===== config.mk =====
export PLATFORM = sky130hd
export DESIGN_NAME = pc_seq_flat
export DESIGN_NICKNAME = d
export VERILOG_FILES = /design/src/rtl/pc_seq_pkg.sv /design/src/rtl/pc_seq_if.sv /design/src/rtl/pc_ras.sv /design/src/rtl/pc_seq.sv /design/src/flat_wrapper.sv
export SDC_FILE = /design/constraint.sdc
export NUM_CORES = 1
export LEC_CHECK = 0
export CORE_MARGIN = 8
export CORE_UTILIZATION = 56
export DETAILED_ROUTE_END_ITERATION = 10
export PLACE_DENSITY = 0.89
export SLEW_MARGIN = 5
export SYNTH_ARGS = -nofsm -noshare
export SYNTH_HDL_FRONTEND = slang
export SYNTH_SLANG_ARGS = --single-unit

===== constraint.sdc =====
create_clock -name CLK -period 7.5 [get_ports CLK]
set_input_delay 0.75 -clock CLK [delete_from_list [all_inputs] [get_ports CLK]]
set_output_delay 0.75 -clock CLK [all_outputs]
set_load 0.03 [all_outputs]

===== src/rtl/pc_seq_pkg.sv =====
// Shared types and sizing helpers for the pc_seq program counter / sequencer.
package pc_seq_pkg;

  typedef enum logic [1:0] {JM_REL, JM_ABS, JM_CALL, JM_RET} jump_mode_e;

  typedef enum logic {StRun, StHalted} seq_state_e;

  // Width of a counter that must represent 0..depth inclusive.
  function automatic int unsigned ras_cnt_w(input int unsigned depth);
    return $clog2(depth + 1);
  endfunction

  // Width of an index into a depth-entry array (at least one bit).
  function automatic int unsigned ras_idx_w(input int unsigned depth);
    return (depth > 1) ? $clog2(depth) : 1;
  endfunction

endpackage


===== src/rtl/pc_seq_if.sv =====
// Decoder <-> sequencer control bundle: branch controls, halt table, PC and status.
interface pc_seq_if #(
  parameter int unsigned PC_W      = 10,
  parameter int unsigned OFF_W     = 8,
  parameter int unsigned NUM_HALT  = 3,
  parameter int unsigned RAS_DEPTH = 4
);
  import pc_seq_pkg::*;

  localparam int unsigned CNT_W = ras_cnt_w(RAS_DEPTH);

  logic                     Stall;
  logic                     BranchEnable;
  logic                     BranchTaken;
  jump_mode_e               JumpMode;
  logic                     JumpDirection;
  logic [OFF_W-1:0]         JumpAmount;
  logic [PC_W-1:0]          JumpTarget;
  logic [NUM_HALT*PC_W-1:0] HaltAddrs;
  logic [NUM_HALT-1:0]      HaltMask;
  logic                     Resume;
  logic [PC_W-1:0]          PC;
  logic                     halt;
  logic                     StackErr;
  logic [CNT_W-1:0]         StackDepth;

  modport master (
    output Stall, BranchEnable, BranchTaken, JumpMode, JumpDirection, JumpAmount,
           JumpTarget, HaltAddrs, HaltMask, Resume,
    input  PC, halt, StackErr, StackDepth
  );

  modport slave (
    input  Stall, BranchEnable, BranchTaken, JumpMode, JumpDirection, JumpAmount,
           JumpTarget, HaltAddrs, HaltMask, Resume,
    output PC, halt, StackErr, StackDepth
  );

endinterface


===== src/rtl/pc_ras.sv =====
// Return-address stack: small LIFO with an async-reset occupancy counter.
module pc_ras
  import pc_seq_pkg::*;
#(
  parameter int unsigned DEPTH = 4,
  parameter int unsigned W     = 10,
  localparam int unsigned CNT_W = ras_cnt_w(DEPTH)
) (
  input  logic             CLK,
  input  logic             init,
  input  logic             push,
  input  logic             pop,
  input  logic [W-1:0]     push_data,
  output logic [W-1:0]     top,
  output logic             full,
  output logic             empty,
  output logic [CNT_W-1:0] depth
);

  localparam int unsigned IDX_W = ras_idx_w(DEPTH);

  logic [W-1:0]     mem_q [DEPTH];
  logic [CNT_W-1:0] cnt_q;
  logic [IDX_W-1:0] wr_idx;
  logic [IDX_W-1:0] rd_idx;

  assign wr_idx = IDX_W'(cnt_q);
  assign rd_idx = IDX_W'(cnt_q - CNT_W'(1));
  assign full   = (cnt_q == CNT_W'(DEPTH));
  assign empty  = (cnt_q == '0);
  assign top    = mem_q[rd_idx];
  assign depth  = cnt_q;

  always_ff @(posedge CLK or posedge init) begin
    if (init) begin
      cnt_q <= '0;
    end else if (push && !full) begin
      cnt_q <= cnt_q + CNT_W'(1);
    end else if (pop && !empty) begin
      cnt_q <= cnt_q - CNT_W'(1);
    end
  end

  // Contents are don't-care after reset, so storage carries no reset.
  always_ff @(posedge CLK) begin
    if (push && !full) begin
      mem_q[wr_idx] <= push_data;
    end
  end

endmodule


===== src/rtl/pc_seq.sv =====
// Program counter / sequencer: relative and absolute jumps, call/return via pc_ras,
// programmable halt-address table, stall and resume.
module pc_seq
  import pc_seq_pkg::*;
#(
  parameter int unsigned PC_W      = 10,
  parameter int unsigned OFF_W     = 8,
  parameter int unsigned NUM_HALT  = 3,
  parameter int unsigned RAS_DEPTH = 4,
  parameter int unsigned RESET_PC  = 0
) (
  input logic     CLK,
  input logic     init,
  pc_seq_if.slave bus
);

  localparam int unsigned CNT_W = ras_cnt_w(RAS_DEPTH);

  seq_state_e        state_q, state_d;
  logic [PC_W-1:0]   pc_q, pc_d;
  logic              err_q, err_d;
  logic              halt_hit;
  logic              push, pop;
  logic [PC_W-1:0]   ras_top;
  logic              ras_full, ras_empty;
  logic [CNT_W-1:0]  ras_depth;
  logic [PC_W-1:0]   pc_inc;
  logic [PC_W-1:0]   off_ext;
  logic [PC_W+OFF_W-1:0] off_wide;

  assign pc_inc   = pc_q + PC_W'(1);
  assign off_wide = {{PC_W{1'b0}}, bus.JumpAmount};
  assign off_ext  = off_wide[PC_W-1:0];

  always_comb begin
    halt_hit = 1'b0;
    for (int i = 0; i < NUM_HALT; i++) begin
      if (bus.HaltMask[i] && (bus.HaltAddrs[i*PC_W +: PC_W] == pc_q)) halt_hit = 1'b1;
    end
  end

  always_comb begin
    state_d = state_q;
    pc_d    = pc_q;
    err_d   = err_q;
    push    = 1'b0;
    pop     = 1'b0;
    unique case (state_q)
      StRun: begin
        if (!bus.Stall) begin
          if (halt_hit) begin
            // Step past the halt address so Resume does not re-trigger it.
            pc_d    = pc_inc;
            state_d = StHalted;
          end else if (bus.BranchEnable && bus.BranchTaken) begin
            unique case (bus.JumpMode)
              JM_REL: pc_d = bus.JumpDirection ? pc_q + off_ext : pc_q - off_ext;
              JM_ABS: pc_d = bus.JumpTarget;
              JM_CALL: begin
                if (!ras_full) begin
                  push = 1'b1;
                  pc_d = bus.JumpTarget;
                end else begin
                  err_d   = 1'b1;
                  state_d = StHalted;
                end
              end
              JM_RET: begin
                if (!ras_empty) begin
                  pop  = 1'b1;
                  pc_d = ras_top;
                end else begin
                  err_d   = 1'b1;
                  state_d = StHalted;
                end
              end
              default: pc_d = pc_inc;
            endcase
          end else begin
            pc_d = pc_inc;
          end
        end
      end
      StHalted: begin
        if (bus.Resume) state_d = StRun;
      end
      default: state_d = StRun;
    endcase
  end

  always_ff @(posedge CLK or posedge init) begin
    if (init) begin
      state_q <= StRun;
      pc_q    <= PC_W'(RESET_PC);
      err_q   <= 1'b0;
    end else begin
      state_q <= state_d;
      pc_q    <= pc_d;
      err_q   <= err_d;
    end
  end

  pc_ras #(
    .DEPTH (RAS_DEPTH),
    .W     (PC_W)
  ) u_ras (
    .CLK       (CLK),
    .init      (init),
    .push      (push),
    .pop       (pop),
    .push_data (pc_inc),
    .top       (ras_top),
    .full      (ras_full),
    .empty     (ras_empty),
    .depth     (ras_depth)
  );

  assign bus.PC         = pc_q;
  assign bus.halt       = (state_q == StHalted);
  assign bus.StackErr   = err_q;
  assign bus.StackDepth = ras_depth;

endmodule


===== src/flat_wrapper.sv =====
// flat-port wrapper written by rule: the top's interface ports become plain ports
module pc_seq_flat import pc_seq_pkg::*;
#(
  parameter int unsigned PC_W      = 10,
  parameter int unsigned OFF_W     = 8,
  parameter int unsigned NUM_HALT  = 3,
  parameter int unsigned RAS_DEPTH = 4,
  parameter int unsigned RESET_PC  = 0
)
  (CLK, init, bus_Stall, bus_BranchEnable, bus_BranchTaken, bus_JumpMode, bus_JumpDirection, bus_JumpAmount, bus_JumpTarget, bus_HaltAddrs, bus_HaltMask, bus_Resume, bus_PC, bus_halt, bus_StackErr, bus_StackDepth);
  pc_seq_if #(.PC_W(PC_W), .OFF_W(OFF_W), .NUM_HALT(NUM_HALT), .RAS_DEPTH(RAS_DEPTH)) bus_i ();
  input logic CLK;
  input logic init;
  input wire logic [$bits(bus_i.Stall)-1:0] bus_Stall;
  input wire logic [$bits(bus_i.BranchEnable)-1:0] bus_BranchEnable;
  input wire logic [$bits(bus_i.BranchTaken)-1:0] bus_BranchTaken;
  input wire logic [$bits(bus_i.JumpMode)-1:0] bus_JumpMode;
  input wire logic [$bits(bus_i.JumpDirection)-1:0] bus_JumpDirection;
  input wire logic [$bits(bus_i.JumpAmount)-1:0] bus_JumpAmount;
  input wire logic [$bits(bus_i.JumpTarget)-1:0] bus_JumpTarget;
  input wire logic [$bits(bus_i.HaltAddrs)-1:0] bus_HaltAddrs;
  input wire logic [$bits(bus_i.HaltMask)-1:0] bus_HaltMask;
  input wire logic [$bits(bus_i.Resume)-1:0] bus_Resume;
  output wire logic [$bits(bus_i.PC)-1:0] bus_PC;
  output wire logic [$bits(bus_i.halt)-1:0] bus_halt;
  output wire logic [$bits(bus_i.StackErr)-1:0] bus_StackErr;
  output wire logic [$bits(bus_i.StackDepth)-1:0] bus_StackDepth;
  assign bus_i.Stall = bus_Stall;
  assign bus_i.BranchEnable = bus_BranchEnable;
  assign bus_i.BranchTaken = bus_BranchTaken;
  assign bus_i.JumpMode = bus_JumpMode;
  assign bus_i.JumpDirection = bus_JumpDirection;
  assign bus_i.JumpAmount = bus_JumpAmount;
  assign bus_i.JumpTarget = bus_JumpTarget;
  assign bus_i.HaltAddrs = bus_HaltAddrs;
  assign bus_i.HaltMask = bus_HaltMask;
  assign bus_i.Resume = bus_Resume;
  assign bus_PC = bus_i.PC;
  assign bus_halt = bus_i.halt;
  assign bus_StackErr = bus_i.StackErr;
  assign bus_StackDepth = bus_i.StackDepth;
  pc_seq #(.PC_W(PC_W), .OFF_W(OFF_W), .NUM_HALT(NUM_HALT), .RAS_DEPTH(RAS_DEPTH), .RESET_PC(RESET_PC)) u_core (.CLK(CLK), .init(init), .bus(bus_i));
endmodule

==> results.txt, run 1 <==
----------------------------------------------------
[Outcome]
  Status ... finished clean

[CTS]
  # hold bufs at CTS ... 0
  Bufs on Longest Clock Path ... 2
  Resize count post-CTS ... 0
  Number of buffers inserted by post-CTS setup repair ... 0
  CTS tree ... built
  Clock network latency to the later pin of the worst-skew pair ... 0.32 ns
  Total CTS buffers ... 5
  CTS root buffer ... sky130_fd_sc_hd__clkbuf_8
  Number of levels the H-tree was split into ... 2
  Sink Count ... 55
  Clock slew at the register clock pins of the worst setup and hold paths ... 0.11 ns

[Logic synthesis]
  Post-synth EDFFs ... 40
  Most frequent cell after synthesis ... sky130_fd_sc_hd__xnor2_1
  Most area-consuming cells after synthesis ... sky130_fd_sc_hd__edfxtp_1 32%, sky130_fd_sc_hd__dfrtp_1 10%, sky130_fd_sc_hd__xnor2_1 9.8%
  Number of distinct library cells after synthesis ... 50
  Mean post-synth cell area ... 11.5 um2
  Area fraction of the dominant cell type after synthesis ... 31.9%
  Dominant cell type by area after synthesis ... sky130_fd_sc_hd__edfxtp_1
  #FFs+latches synth ... 55
  Syn Std Cell Area ... 3770 um2
  Post-synthesis instance total ... 329
  Post-synthesis sequential area ratio ... 41.8%
  Number of warnings reported in the yosys synthesis log ... 0
  Most used standard cells in the synthesized netlist ... 42 x sky130_fd_sc_hd__xnor2_1, 40 x sky130_fd_sc_hd__edfxtp_1, 19 x sky130_fd_sc_hd__a21oi_1, 19 x sky130_fd_sc_hd__ha_1, 16 x sky130_fd_sc_hd__nand2_1
  Dominant register cell in the synthesized netlist ... sky130_fd_sc_hd__edfxtp_1
  Net count after synthesis ... 409
  Post-synthesis async set-or-reset flop share ... 27.3%

[STA]
  Peak Freq ... 287 MHz
  Minimum period implied by the final worst setup slack ... 3.48 ns
  Clock Skew ... 0.0170 ns
  Post-route fraction of the period consumed by the critical path ... 46.4%
  Summed negative setup slack over all endpoints ... 0 ns
  Final hold slack ... 0.486 ns
  Number of failing setup endpoints in the final timing report ... 0
  Hold Violations, Final ... 0
  Transition time of the tightest slew-check pin ... 0.825 ns
  Setup repair after global routing missed its margin ... false
  PnR worst setup slack ... 4.02 ns
  Final slew viol count ... 0
  Max-slew headroom ... 45.0%

[Worst setup path]
  WP data required ... 7.68 ns
  Kind of end point of the critical path ... flip-flop
  Largest delay contributor family on the critical path ... compound AO/OA/AOI/OAI gates
  Type of origin of the critical path ... input port
  Slowest CP cell ... sky130_fd_sc_hd__clkdlybuf4s50_1
  Worst path arrival time ... 3.66 ns
  Chain of cells forming the critical path ... clkdlybuf4s50_1, inv_1, ha_1, nand2_1, nor2_1, a21oi_1, xor2_1, ha_1, a41o_1, a221o_1, a31oi_1, xnor2_1, a21oi_1, mux2i_1, a2bb2oi_2
  CP Max Fanout ... 5
  CP bufs+invs ... 2
  Worst flop-to-flop path startpoint ... u_core.u_ras.depth[0]
  Crit path kind ... in -> reg
  Delay of the slowest cell on the worst path ... 0.53 ns
  CP startpoint ... bus_JumpAmount[0]

[GRT]
  Global route total overflow ... 0
  Largest net degree at the start of global routing ... 22
  Total Routing Usage GR ... 19.7%
  Via count of the first global-routing pass ... 3,082
  Initial antenna violation count ... 0
  First-pass GRT wire length ... 15.2 mm

[Cells and area]
  Antenna diode instance count ... 0
  Fraction of layout instances using a drive strength above 1 ... 8.74%
  Final instance area ... 4540 um2
  Area of combinational cells with multiple inputs ... 1970 um2
  Number of cells in the finished layout apart from fillers ... 469
  Layout-stage area growth over the synthesis result ... 20.6%
  Layout net count ... 468
  Number of filler cells placed in the layout ... 497
  Post-Route Utilization ... 68.4%
  Combined flip-flop and latch cell area ... 1580 um2

[Power and ir drop]
  Cell area power density ... 346 nW/um2
  Pleak ... 1.67 nW
  Total Power ... 1.57 mW
  Peak ir drop on the vdd network ... 0.248 mV

[Die]
  Initial Utilization ... 56.7%
  Die height ... 98.0 um
  Die footprint ... 9610 um2
  Num ports ... 75
  Number of placement rows ... 30
  Horiz. Die Dim ... 98.0 um
  Core box area ... 6640 um2

[Detailed routing]
  Via total after detailed routing ... 2,868
  Routed wire length ... 9.31 mm
  Detailed-route vias per instance ... 6.12
  Remaining design rule violation count ... 0
  Post-DR wirelength/cell ... 19.9 um
  Initial DRC count ... 259
  Number of iterations in the first detailed-routing pass ... 4
  Number of nets still failing antenna checks after routing ... 0

[Place]
  Routability-driven placement congestion ratio ... 0.861
  Setup slack after placement ... 3.76 ns
  Placed wire-length estimate ... 7.06 mm
  Placed Area ... 4440 um2
  Placed Cells ... 461
  Number of I/O port buffers ... 74

[Min path]
  Path category of the worst min-delay check ... reg -> reg
  Worst min-delay path startpoint ... u_core.bus.StackErr

[Job]
  Number of max-cap violations ... 0

----------------------------------------------------
## cells by family (layout without fill, tap and decap cells)
family                   Yosys count  after routing  share of synthesized area (%)
AO/OA/AOI/OAI                     71             71                           13.6
AND/OR/NAND/NOR                   71             71                           10.0
XOR/XNOR                          55             55                           12.8
flip-flops                        55             55                           41.8
buffers and inverters             36             96                           5.85
multiplexers                      21             21                           9.00
adder cells (fa/ha/maj)           20             20                           6.84
## sequential cells by signal, indices dropped and copies added, names as in the netlist
signal,count
u_core.u_ras.mem_q,40
u_core.bus.StackErr,1
u_core.bus.PC,10
u_core.u_ras.depth,3
u_core.bus.halt,1
## cells in the final DEF, fill, tap and decap left out, types with 2 or more instances in the layout
| cell type | Yosys | layout |
|---|---|---|
| sky130_fd_sc_hd__clkdlybuf4s50_1 | 0 | 74 |
| sky130_fd_sc_hd__xnor2_1 | 42 | 42 |
| sky130_fd_sc_hd__edfxtp_1 | 40 | 40 |
| sky130_fd_sc_hd__a21oi_1 | 19 | 19 |
| sky130_fd_sc_hd__ha_1 | 19 | 19 |
| sky130_fd_sc_hd__nand2_1 | 16 | 16 |
| sky130_fd_sc_hd__dfrtp_1 | 15 | 15 |
| sky130_fd_sc_hd__inv_1 | 14 | 14 |
| sky130_fd_sc_hd__xor2_1 | 13 | 13 |
| sky130_fd_sc_hd__nor2_1 | 13 | 13 |
| sky130_fd_sc_hd__nand3_1 | 11 | 11 |
| sky130_fd_sc_hd__mux4_2 | 10 | 10 |
| sky130_fd_sc_hd__nand4_1 | 9 | 9 |
| sky130_fd_sc_hd__o21ai_0 | 9 | 9 |
| sky130_fd_sc_hd__mux2i_1 | 8 | 8 |
| sky130_fd_sc_hd__and3_1 | 7 | 7 |
| sky130_fd_sc_hd__a221oi_1 | 7 | 7 |
| sky130_fd_sc_hd__a22oi_1 | 5 | 5 |
| sky130_fd_sc_hd__nor3_1 | 5 | 5 |
| sky130_fd_sc_hd__clkbuf_8 | 0 | 5 |
| sky130_fd_sc_hd__mux2_2 | 3 | 3 |
| sky130_fd_sc_hd__nor3_2 | 3 | 3 |
| sky130_fd_sc_hd__a21boi_2 | 3 | 3 |
| sky130_fd_sc_hd__a21o_1 | 3 | 3 |
| sky130_fd_sc_hd__a211oi_1 | 3 | 3 |
| sky130_fd_sc_hd__a31oi_1 | 3 | 3 |
| sky130_fd_sc_hd__a2bb2oi_2 | 2 | 2 |
| sky130_fd_sc_hd__o21bai_1 | 2 | 2 |
| sky130_fd_sc_hd__and2_1 | 2 | 2 |
| sky130_fd_sc_hd__o22ai_1 | 2 | 2 |
| sky130_fd_sc_hd__a2bb2oi_1 | 2 | 2 |
| sky130_fd_sc_hd__a21boi_0 | 2 | 2 |
## final cells by class
class / count / share of cell area [%]
multi-input combinational: 238 / 43.4
sequential: 55 / 34.7
timing repair buffer: 74 / 16.3
tap: 80 / 2.20
clock buffer: 5 / 1.51
inverter: 14 / 1.16
clock inverter: 3 / 0.744
## worst paths after layout
kind | cells after the start | slack (ns) | to
setup / recovery | 15 | 4.02 | u_core.bus.PC[9]
hold / removal | 1 | 0.49 | u_core.bus.StackErr
setup reg to reg | 7 | 4.42 | u_core.bus.PC[3]
hold reg to reg | 1 | 0.49 | u_core.bus.StackErr
max in group asynchronous | 2 | 6.30 | u_core.bus.PC[0]
min in group asynchronous | 2 | 0.78 | u_core.bus.halt
## where the power goes
group | internal [mW] | switching, mW
sequential | 0.416 | 0.145
clock | 0.0705 | 0.106
combinational | 0.400 | 0.433
## layer usage
layer / track usage, % / up-vias / wire length (um)
met5: 0 / - / 0
met4: 7.67 / 0 / 156
met3: 5.12 / 14 / 782
met2: 33.8 / 121 / 4670
met1: 23.0 / 1402 / 3700
li1: - / 1331 / -
(Power assumes the default switching activity.)
==> run 2: changes to the inputs <==
--- a/config.mk
+++ b/config.mk
@@ -6,9 +6,9 @@
 export NUM_CORES = 1
 export LEC_CHECK = 0
 export CORE_MARGIN = 8
-export CORE_UTILIZATION = 56
+export CORE_UTILIZATION = 47
 export DETAILED_ROUTE_END_ITERATION = 10
-export PLACE_DENSITY = 0.89
+export PLACE_DENSITY = 0.8
 export SLEW_MARGIN = 5
 export SYNTH_ARGS = -nofsm -noshare
 export SYNTH_HDL_FRONTEND = slang
==> constraint.sdc (replaced) <==
create_clock -name CLK -period 2.89 [get_ports CLK]
set_input_delay 0.289 -clock CLK [delete_from_list [all_inputs] [get_ports CLK]]
set_output_delay 0.289 -clock CLK [all_outputs]
set_load 0.03 [all_outputs]
==> run 2 against run 1 <==
  * Core utilization shrank 5.7 points
  * Global-route usage fell by 2.0 points
  * Critical path depth is the same
  * Die area grew 16%
  * Clock skew shrank 0.0061 ns
  * Wire length increased by 9.8%
  * Critical endpoint unchanged
==> results.txt, run 2 (synthesized netlist as in run 1, its figures left out) <==
----------------------------------------------------
[STA]
  Transition time of the tightest slew-check pin ... 0.742 ns (-0.0835 ns)
  Peak Freq ... 361 MHz
  Final hold slack ... 0.338 ns (-0.148 ns)
  Hold Violations, Final ... 0 (unchanged)
  Final slew viol count ... 0 (unchanged)
  PnR worst setup slack ... 0.119 ns (-3.90 ns)
  Minimum period implied by the final worst setup slack ... 2.77 ns
  Post-route fraction of the period consumed by the critical path ... 95.9%
  Clock Skew ... 0.0109 ns (-0.00613 ns)
  Max-slew headroom ... 50.5% (+5.6 points)
  Number of failing setup endpoints in the final timing report ... 0 (unchanged)

[Detailed routing]
  Initial DRC count ... 294 (+14%)
  Post-DR wirelength/cell ... 19.5 um (-1.9%)
  Number of nets still failing antenna checks after routing ... 0 (unchanged)
  Via total after detailed routing ... 2,963 (+3.3%)
  Detailed-route vias per instance ... 5.64 (-7.7%)
  Number of iterations in the first detailed-routing pass ... 5 (+1)
  Routed wire length ... 10.2 mm (+9.8%)
  Remaining design rule violation count ... 0 (unchanged)

[Die]
  Number of placement rows ... 32 (+6.7%)
  Die height ... 106 um (+7.7%)
  Initial Utilization ... 48.5% (-8.2 points)
  Num ports ... 75 (unchanged)
  Core box area ... 7770 um2 (+17%)
  Horiz. Die Dim ... 106 um (+7.7%)
  Die footprint ... 11,100 um2 (+16%)

[Power and ir drop]
  Cell area power density ... 902 nW/um2 (+160%)
  Cell Int Power ... 2.55 mW (+190%)
  Register share of total power ... 30.8% (-4.9 points)
  Pleak ... 1.86 nW (+11%)
  Share of power burned in combinational logic ... 57.0% (+4.0 points)
  Peak ir drop on the vdd network ... 0.603 mV (+140%)
  Switching fraction of total power ... 41.9% (-1.7 points)
  Switching power total ... 1.84 mW (+170%)
  Clock Power Share ... 12.3% (+1.0 points)

[CTS]
  Sink Count ... 55 (unchanged)
  Number of buffers inserted by post-CTS setup repair ... 0 (unchanged)
  Clock network latency to the later pin of the worst-skew pair ... 0.32 ns (about the same)
  CTS root buffer ... sky130_fd_sc_hd__clkbuf_8
  Clock slew at the register clock pins of the worst setup and hold paths ... 0.11 ns (about the same)
  Total CTS buffers ... 5 (unchanged)
  Resize count post-CTS ... 0 (unchanged)
  Bufs on Longest Clock Path ... 2 (unchanged)
  # hold bufs at CTS ... 0 (unchanged)
  Number of levels the H-tree was split into ... 2 (unchanged)
  CTS tree ... built

[Worst setup path]
  Crit path kind ... in -> reg
  WP data required ... 3.10 ns (-4.58 ns)
  Worst path arrival time ... 2.98 ns (-0.68 ns)
  Type of origin of the critical path ... input port
  Depth of the worst register-to-register path ... 7 (unchanged)
  CP Max Fanout ... 3 (-2)
  Kind of end point of the critical path ... flip-flop

[Cells and area]
  Final instance area ... 4870 um2 (+7.2%)
  Leading cell type in the layout, fill and taps excluded ... sky130_fd_sc_hd__clkdlybuf4s50_1
  Most frequent cells in the layout ... 73 x sky130_fd_sc_hd__clkdlybuf4s50_1, 42 x sky130_fd_sc_hd__xnor2_1, 40 x sky130_fd_sc_hd__edfxtp_1, 34 x sky130_fd_sc_hd__buf_4
  Fraction of layout instances using a drive strength above 1 ... 17.7% (+9.0 points)
  Layout-stage area growth over the synthesis result ... 29.3%
  Largest register by flop count ... u_core.u_ras.mem_q
  Max FFs per register ... 40 (unchanged)
  Antenna diode instance count ... 0 (unchanged)
  Layout net count ... 502 (+7.3%)

[GRT]
  Initial antenna violation count ... 0 (unchanged)
  Global route total overflow ... 0 (unchanged)
  Largest net degree at the start of global routing ... 22 (unchanged)
  Via count of the first global-routing pass ... 2,928 (-5.0%)
  Total Routing Usage GR ... 17.7% (-2.0 points)
  First-pass GRT wire length ... 15.8 mm (+4.2%)

[Place]
  Number of I/O port buffers ... 74 (unchanged)
  Placed wire-length estimate ... 7.92 mm (+12%)
  Placed Area ... 4720 um2 (+6.4%)
  Routability-driven placement congestion ratio ... 0.911 (+5.8%)
  Setup slack after placement ... -0.258 ns (-4.02 ns)

[Outcome]
  Status ... finished clean

[Job]
  Number of max-cap violations ... 0 (unchanged)

[Min path]
  Path category of the worst min-delay check ... in -> async

----------------------------------------------------
==> run 2: power groups by stage <==
stage                     clock network [mW]  logic [mW]  registers (mW)
after floorplan                            0        1.63            1.40
after global placement                     0        2.40            1.35
after detailed placement                   0        2.46            1.36
after CTS                              0.543        2.48            1.35
after global routing                   0.574        2.69            1.37
final                                  0.539        2.50            1.35
==> run 2: final timing paths <==
kind,slack [ns],startpoint,to
max reg2reg,0.41,u_core.bus.PC[1],u_core.bus.PC[8]
min in group CLK,0.48,u_core.bus.StackErr,u_core.bus.StackErr
max,0.12,bus_JumpAmount[0],u_core.bus.PC[9]
min reg2reg,0.48,u_core.bus.StackErr,u_core.bus.StackErr
min,0.34,init,u_core.bus.PC[1]
max in group asynchronous,2.14,init,u_core.bus.PC[4]
==> run 2: layout make-up <==
cell class,instances,area (um2)
clock buffer,5,68.8
clock inverter,3,50.0
fill,643,2900
inverter,14,52.6
multi-input combinational,238,2000
sequential,55,1580
tap,102,128
timing repair buffer,108,998
==> run 2: worst max-delay path: stages <==
cell and delay (ns):
sky130_fd_sc_hd__clkdlybuf4s50_1 0.44, sky130_fd_sc_hd__inv_1 0.08, sky130_fd_sc_hd__ha_2 0.18, sky130_fd_sc_hd__nand2_1 0.07
sky130_fd_sc_hd__nor2_2 0.12, sky130_fd_sc_hd__a21oi_2 0.07, sky130_fd_sc_hd__xor2_1 0.16, sky130_fd_sc_hd__ha_1 0.32
sky130_fd_sc_hd__a41o_1 0.23, sky130_fd_sc_hd__a221o_1 0.34, sky130_fd_sc_hd__a31oi_1 0.17, sky130_fd_sc_hd__xnor2_1 0.14
sky130_fd_sc_hd__a21oi_1 0.09, sky130_fd_sc_hd__mux2i_1 0.20, sky130_fd_sc_hd__a2bb2oi_2 0.08
==> run 2: stage by stage <==
step	utilization (%)	instances	total power, mW	TNS [ns]
floorplan	-	329	3.03	0
global placement	60.8	517	3.75	-0.510
detailed placement	60.8	517	3.83	-0.920
CTS	62.3	525	4.37	0
global route	62.7	525	4.64	-0.0125
finish	62.7	525	4.39	0
==> run 2: per-layer routing <==
layer,GRT usage [%],vias up,part of all wire [%]
met4,4.52,0,1.5
met2,30.3,124,51
li1,-,1398,-
met5,0,-,0
met3,3.29,14,6.9
met1,22.7,1427,41
==> run 3: changes to the inputs <==
--- a/config.mk
+++ b/config.mk
@@ -5,11 +5,12 @@
 export SDC_FILE = /design/constraint.sdc
 export NUM_CORES = 1
 export LEC_CHECK = 0
+export ABC_CLOCK_PERIOD_IN_PS = 2890
 export CORE_MARGIN = 8
 export CORE_UTILIZATION = 47
 export DETAILED_ROUTE_END_ITERATION = 10
 export PLACE_DENSITY = 0.8
-export SLEW_MARGIN = 5
+export SLEW_MARGIN = 0
 export SYNTH_ARGS = -nofsm -noshare
 export SYNTH_HDL_FRONTEND = slang
 export SYNTH_SLANG_ARGS = --single-unit
==> results of run 3 <==
Same layout as run 2: the final DEF is identical, and so are final timing and power.
